$ cat src/rtl/msx_mux_scanner.sv
// Multiplexed-input scanner: walks the enabled buffer groups over one pin bus, deglitches
// every captured bit, filters and delays the direct strobes, and publishes a per-frame snapshot.
module msx_mux_scanner #(
  parameter int GROUPS  = 3,
  parameter int WIDTH   = 8,
  parameter int SETTLE  = 2,
  parameter int SAMPLES = 2,
  parameter int FILTER  = 2,
  parameter int STROBES = 2,
  parameter int DELAY   = 9,
  parameter bit DEFAULT = 1'b1
) (
  input  logic                    CLK,
  input  logic                    RESET_n,
  input  logic [WIDTH-1:0]        MUX_SIG,
  input  logic [GROUPS-1:0]       GROUP_EN,
  input  logic [STROBES-1:0]      STROBE_IN,
  output logic [GROUPS-1:0]       MUX_CS_n,
  output logic [GROUPS*WIDTH-1:0] LIVE,
  output logic [GROUPS*WIDTH-1:0] SNAP,
  output logic                    FRAME_DONE,
  output logic [STROBES-1:0]      STROBE_OUT,
  output logic [STROBES-1:0]      STROBE_FALL
);

  localparam int GW = (GROUPS > 1) ? $clog2(GROUPS) : 1;
  localparam int NB = GROUPS * WIDTH;
  localparam int RW = 3;
  localparam logic [RW-1:0] RUN_MAX     = RW'(FILTER);
  localparam logic [3:0]    SETTLE_LAST = 4'(SETTLE - 1);
  localparam logic [3:0]    SAMPLE_LAST = 4'(SAMPLES - 1);

  typedef enum logic [1:0] {ST_IDLE, ST_SETTLE, ST_SAMPLE} state_e;

  // With no settle time a slot opens directly in its sampling phase.
  localparam state_e SLOT_FIRST = (SETTLE == 0) ? ST_SAMPLE : ST_SETTLE;

  // Length of the current run of equal samples, saturating once it is long enough to count.
  function automatic logic [RW-1:0] run_next(input logic s, input logic last,
                                             input logic [RW-1:0] run);
    if (s != last)       return RW'(1);
    if (run >= RUN_MAX)  return RUN_MAX;
    return run + RW'(1);
  endfunction

  // ---------------------------------------------------------------- slot FSM
  state_e            state_q, state_d;
  logic [GW-1:0]     grp_q, grp_d;
  logic [3:0]        cnt_q, cnt_d;
  logic [GROUPS-1:0] cs_q, cs_d;
  logic              frame_q, frame_d;
  logic              sample_en;

  logic [GW-1:0] lowest, above;
  logic          any_en, has_above;

  always_comb begin
    lowest    = '0;
    above     = '0;
    any_en    = 1'b0;
    has_above = 1'b0;
    for (int g = GROUPS - 1; g >= 0; g--) begin
      if (GROUP_EN[g]) begin
        lowest = GW'(g);
        any_en = 1'b1;
        if (GW'(g) > grp_q) begin
          above     = GW'(g);
          has_above = 1'b1;
        end
      end
    end
  end

  // NOTE: every variable gets its default before the case, so no path can infer a latch.
  always_comb begin
    state_d   = state_q;
    grp_d     = grp_q;
    cnt_d     = cnt_q;
    cs_d      = cs_q;
    frame_d   = 1'b0;
    sample_en = 1'b0;
    unique case (state_q)
      ST_IDLE: begin
        if (any_en) begin
          state_d = SLOT_FIRST;
          grp_d   = lowest;
          cnt_d   = '0;
          cs_d    = ~(GROUPS'(1) << lowest);
        end
      end
      ST_SETTLE: begin
        if (cnt_q == SETTLE_LAST) begin
          state_d = ST_SAMPLE;
          cnt_d   = '0;
        end else begin
          cnt_d = cnt_q + 4'd1;
        end
      end
      ST_SAMPLE: begin
        sample_en = 1'b1;
        if (cnt_q != SAMPLE_LAST) begin
          cnt_d = cnt_q + 4'd1;
        end else if (!any_en) begin
          state_d = ST_IDLE;
          cs_d    = '1;
        end else begin
          // Wrapping back to the lowest enabled group closes the frame.
          state_d = SLOT_FIRST;
          cnt_d   = '0;
          grp_d   = has_above ? above : lowest;
          cs_d    = ~(GROUPS'(1) << grp_d);
          frame_d = !has_above;
        end
      end
      default: state_d = ST_IDLE;
    endcase
  end

  // NOTE: state registers use non-blocking assignments so every flop sees pre-edge values.
  always_ff @(posedge CLK or negedge RESET_n) begin
    if (!RESET_n) begin
      state_q <= SLOT_FIRST;
      grp_q   <= '0;
      cnt_q   <= '0;
      cs_q    <= ~GROUPS'(1);
      frame_q <= 1'b0;
    end else begin
      state_q <= state_d;
      grp_q   <= grp_d;
      cnt_q   <= cnt_d;
      cs_q    <= cs_d;
      frame_q <= frame_d;
    end
  end

  // ---------------------------------------------------------------- bit filters
  logic [NB-1:0] live_q, live_d, last_q, last_d, snap_q;
  logic [RW-1:0] run_q [NB];
  logic [RW-1:0] run_d [NB];

  always_comb begin
    live_d = live_q;
    last_d = last_q;
    run_d  = run_q;
    if (sample_en) begin
      for (int b = 0; b < NB; b++) begin
        if (b / WIDTH == int'(grp_q)) begin
          run_d[b]  = run_next(MUX_SIG[b % WIDTH], last_q[b], run_q[b]);
          last_d[b] = MUX_SIG[b % WIDTH];
          if (run_d[b] >= RUN_MAX) live_d[b] = MUX_SIG[b % WIDTH];
        end
      end
    end
  end

  // NOTE: the run-counter array is ordinary flops, so it is reset like any other register.
  always_ff @(posedge CLK or negedge RESET_n) begin
    if (!RESET_n) begin
      live_q <= {NB{DEFAULT}};
      last_q <= {NB{DEFAULT}};
      snap_q <= {NB{DEFAULT}};
      for (int b = 0; b < NB; b++) run_q[b] <= '0;
    end else begin
      live_q <= live_d;
      last_q <= last_d;
      run_q  <= run_d;
      // Snapshot takes the post-sample value so the frame's final sample is included.
      if (frame_d) snap_q <= live_d;
    end
  end

  // ---------------------------------------------------------------- strobes
  logic [STROBES-1:0] sfilt_q, sfilt_d, slast_q, strobe_dly, prev_q, fall_q;
  logic [RW-1:0]      srun_q [STROBES];
  logic [RW-1:0]      srun_d [STROBES];

  always_comb begin
    sfilt_d = sfilt_q;
    for (int i = 0; i < STROBES; i++) begin
      srun_d[i] = run_next(STROBE_IN[i], slast_q[i], srun_q[i]);
      if (srun_d[i] >= RUN_MAX) sfilt_d[i] = STROBE_IN[i];
    end
  end

  always_ff @(posedge CLK or negedge RESET_n) begin
    if (!RESET_n) begin
      sfilt_q <= {STROBES{DEFAULT}};
      slast_q <= {STROBES{DEFAULT}};
      prev_q  <= {STROBES{DEFAULT}};
      fall_q  <= '0;
      for (int i = 0; i < STROBES; i++) srun_q[i] <= '0;
    end else begin
      sfilt_q <= sfilt_d;
      slast_q <= STROBE_IN;
      srun_q  <= srun_d;
      prev_q  <= strobe_dly;
      fall_q  <= ~strobe_dly & prev_q;
    end
  end

  generate
    if (DELAY == 0) begin : g_no_delay
      assign strobe_dly = sfilt_q;
    end else begin : g_delay
      logic [STROBES-1:0] dly_q [DELAY];
      always_ff @(posedge CLK or negedge RESET_n) begin
        if (!RESET_n) begin
          for (int i = 0; i < DELAY; i++) dly_q[i] <= {STROBES{DEFAULT}};
        end else begin
          dly_q[0] <= sfilt_q;
          for (int i = 1; i < DELAY; i++) dly_q[i] <= dly_q[i-1];
        end
      end
      assign strobe_dly = dly_q[DELAY-1];
    end
  endgenerate

  assign MUX_CS_n    = cs_q;
  assign LIVE        = live_q;
  assign SNAP        = snap_q;
  assign FRAME_DONE  = frame_q;
  assign STROBE_OUT  = strobe_dly;
  assign STROBE_FALL = fall_q;

endmodule
$ cat config.mk
export PLATFORM = sky130hd
export DESIGN_NAME = msx_mux_scanner
export DESIGN_NICKNAME = d
export VERILOG_FILES = /design/src/rtl/msx_mux_scanner.sv
export SDC_FILE = /design/constraint.sdc
export NUM_CORES = 1
export LEC_CHECK = 0
export CORE_MARGIN = 3
export CORE_UTILIZATION = 30
export DETAILED_ROUTE_END_ITERATION = 7
export HOLD_SLACK_MARGIN = 0.06
export PLACE_DENSITY = 0.46
export SLEW_MARGIN = 20
export SYNTH_ARGS = -nofsm -noshare
export SYNTH_HDL_FRONTEND = slang
export SYNTH_SLANG_ARGS = --single-unit
$ cat constraint.sdc
create_clock -name CLK -period 3.65 [get_ports CLK]
set_clock_uncertainty 0.05 [all_clocks]
set_input_delay 0.365 -clock CLK [delete_from_list [all_inputs] [get_ports CLK]]
set_output_delay 0.365 -clock CLK [all_outputs]
set_load 0.1 [all_outputs]
==> metrics.txt <==
ys flop type=dfstp_2; die width=179 um; Worst Path Required=3980 ps; area fraction of the dominant cell type after synthesis=0.290; RSZ-0062 raised after global routing=false; Starting Density=0.308; core region area=29100 um2; top-count cell post-synth=nand2_1; Mean Syn Cell Area=10.4 um2; Routed Antenna Nets=0; die area=32000 um2; part of the cycle the worst path needs=0.747; WL/cell=15.0 um; Routed met1 length=9670 um; synthesized flop and latch total=188; # rows=62; setup TNS=0 ps; Cell Area, Placed=10100 um2; Worst VDD drop=0.447 mV; worst path arrival time=3050 ps; final hold violations=0; Non-Filler Instances=1325; ranking of synthesized cells by area=dfstp_2, dfrtp_1, ha_1; Tightest Hold Check Type=register to register; cells after synthesis=863; GRT Util Overall=0.131; status=finished, final reports clean; final setup fails=0; Total Nets Final=989; vias per cell=4.79; largest net degree at the start of global routing=84; first-pass GRT wire length=33200 um; Synth top cells by count=nand2_1, dfstp_2, dfrtp_1; Num CTS Buffers=17; Starting DRT DRC Count=289; PwrDens=1020 nW/um2; Yosys cell types=53; async set-reset flop share out of synthesis=1.00; DR DRC count=0; DR WL met3=513 um; Setup CP Type=register to register; Crit Path Max Fanout=29; WL final=19900 um; startpoint types=register; clk slew on worst S/H paths=70 ps; vias in the first global route=6315; routability cong.=0.766; antenna violations before repair=0; max-cap violation count=0; layout cell share with drive strength beyond 1=0.192; CP Capture Type=register; fmax=367 MHz; Overflow after GRT=0; # diodes=0; Top Metal Used=met4; fin area=10700 um2; Worst Tran Pin Value=1010 ps; Root Driver=clkbuf_16; Finished Core Util=0.367; area leader, netlist=dfstp_2; placed instance count=1292; drt pass-1 iters=5; max_slew headroom=0.321; EDFF count, synth=0; DP Wirelength=13600 um; WL met2=9420 um; synthesized area=8960 um2; Post-Syn Nets=924; PortBufs=70; CTS tree=built; H-Tree Depth=4; Max Slew Vio Count=0; P_leak=4.56 nW; Clock Sink Count=188; Clock Latency Late Sink=430 ps; Layout area overhead=19.2%; # IOs=71; clock buffer depth=2; Synth warnings=0; Die Y-Extent=179 um; Final min period=2730 ps; sequential element share of the synthesized area=0.539; vias=6341
[cell usage in the layout (no fill, tap or decap), types with 3 or more instances in the layout]
| cell | instances |
|---|---|
| nand2_1 | 103 |
| dfstp_2 | 99 |
| dfrtp_1 | 89 |
| nor2_1 | 82 |
| clkdlybuf4s50_1 | 69 |
| o21ai_0 | 57 |
| ha_1 | 46 |
| a21oi_1 | 42 |
| nor3_1 | 41 |
| inv_1 | 37 |
| mux2_2 | 30 |
| nand3_1 | 29 |
| o31ai_1 | 18 |
| xor2_1 | 18 |
| clkbuf_16 | 17 |
| nand4_1 | 13 |
| o2bb2ai_1 | 13 |
| a31oi_1 | 12 |
| buf_4 | 12 |
| nand3b_1 | 11 |
| or4_1 | 8 |
| xnor2_1 | 8 |
| a2bb2oi_1 | 7 |
| nor4_1 | 6 |
| and3_1 | 5 |
| o211ai_1 | 4 |
| a22oi_1 | 4 |
| clkbuf_1 | 4 |
| clkbuf_8 | 4 |
| or4b_1 | 3 |
| o2111ai_1 | 3 |
| or3b_2 | 3 |
| nor2b_1 | 3 |
| a21o_1 | 3 |
| nor3b_1 | 3 |
| o22a_1 | 3 |
[stage by stage]
step                      hold WS, ps  power [mW]  setup slack (ps)
after floorplan                  19.4        7.94              1580
after global placement            296        9.05              1020
after detailed placement          297        9.08               914
after CTS                         306        11.0               900
after global routing              308        11.7               737
final                             303        10.9               924
[timing repair]
item,CTS,global route
buffers inserted,0,0
hold endpoints to repair,53,0
resized for setup,0,0
hold buffers,1,0
[cell families after synthesis]
kind of cell	share of synthesized area
and+or+nand+nor	0.170
AOI/OAI and AO/OA	0.128
xor gates and xnor gates	0.0254
buffers and inverters	0.0353
adders and majority gates	0.0643
muxes	0.0377
DFF	0.539
[state kept, by name (all words and copies together), names as in the netlist, 3 cells and up]
name	flops
LIVE	24
last_q	24
cnt_q	4
srun_q	6
SNAP	24
MUX_CS_n	3
run_q	72
g_delay.dly_q	16
[layer usage]
metal | GRT usage | vias up
li1 | - | 3176
met1 | 0.178 | 3079
met2 | 0.214 | 65
met3 | 0.0239 | 21
met4 | 0.0399 | 0
met5 | 0 | -
[worst max-delay path, cell delays in order, from the launching register on]
cell and delay, ps:
dfstp_2 590, inv_1 70, ha_1 300, or3b_1 870
buf_4 300, nor3_1 60, o2bb2ai_1 230, mux2_2 190
[report_power, final]
part | switching (mW) | internal (mW)
Clock | 0.815 | 1.07
Sequential | 0.808 | 3.31
Combinational | 3.33 | 1.56
[layout make-up]
| class | count | area [um2] |
|---|---|---|
| Sequential cell | 188 | 4830 |
| Tap cell | 384 | 480 |
| Timing Repair Buffer | 84 | 825 |
| Inverter | 37 | 139 |
| Fill cell | 2857 | 18400 |
| Clock inverter | 8 | 109 |
| Clock buffer | 24 | 482 |
| Multi-Input combinational cell | 600 | 3820 |
[final timing paths]
path	start	endpoint	slack (ps)	cells after the start
worst max-delay path	state_q[0]	SNAP[1]	920	7
worst min-delay path	g_delay.dly_q[10]	g_delay.dly_q[8]	300	0
worst max register to register	state_q[0]	SNAP[1]	920	7
worst min register to register	g_delay.dly_q[10]	g_delay.dly_q[8]	300	0
max in group asynchronous	RESET_n	last_q[0]	2090	3
min in group asynchronous	RESET_n	run_q[38]	470	2
(Power assumes the default switching activity.)
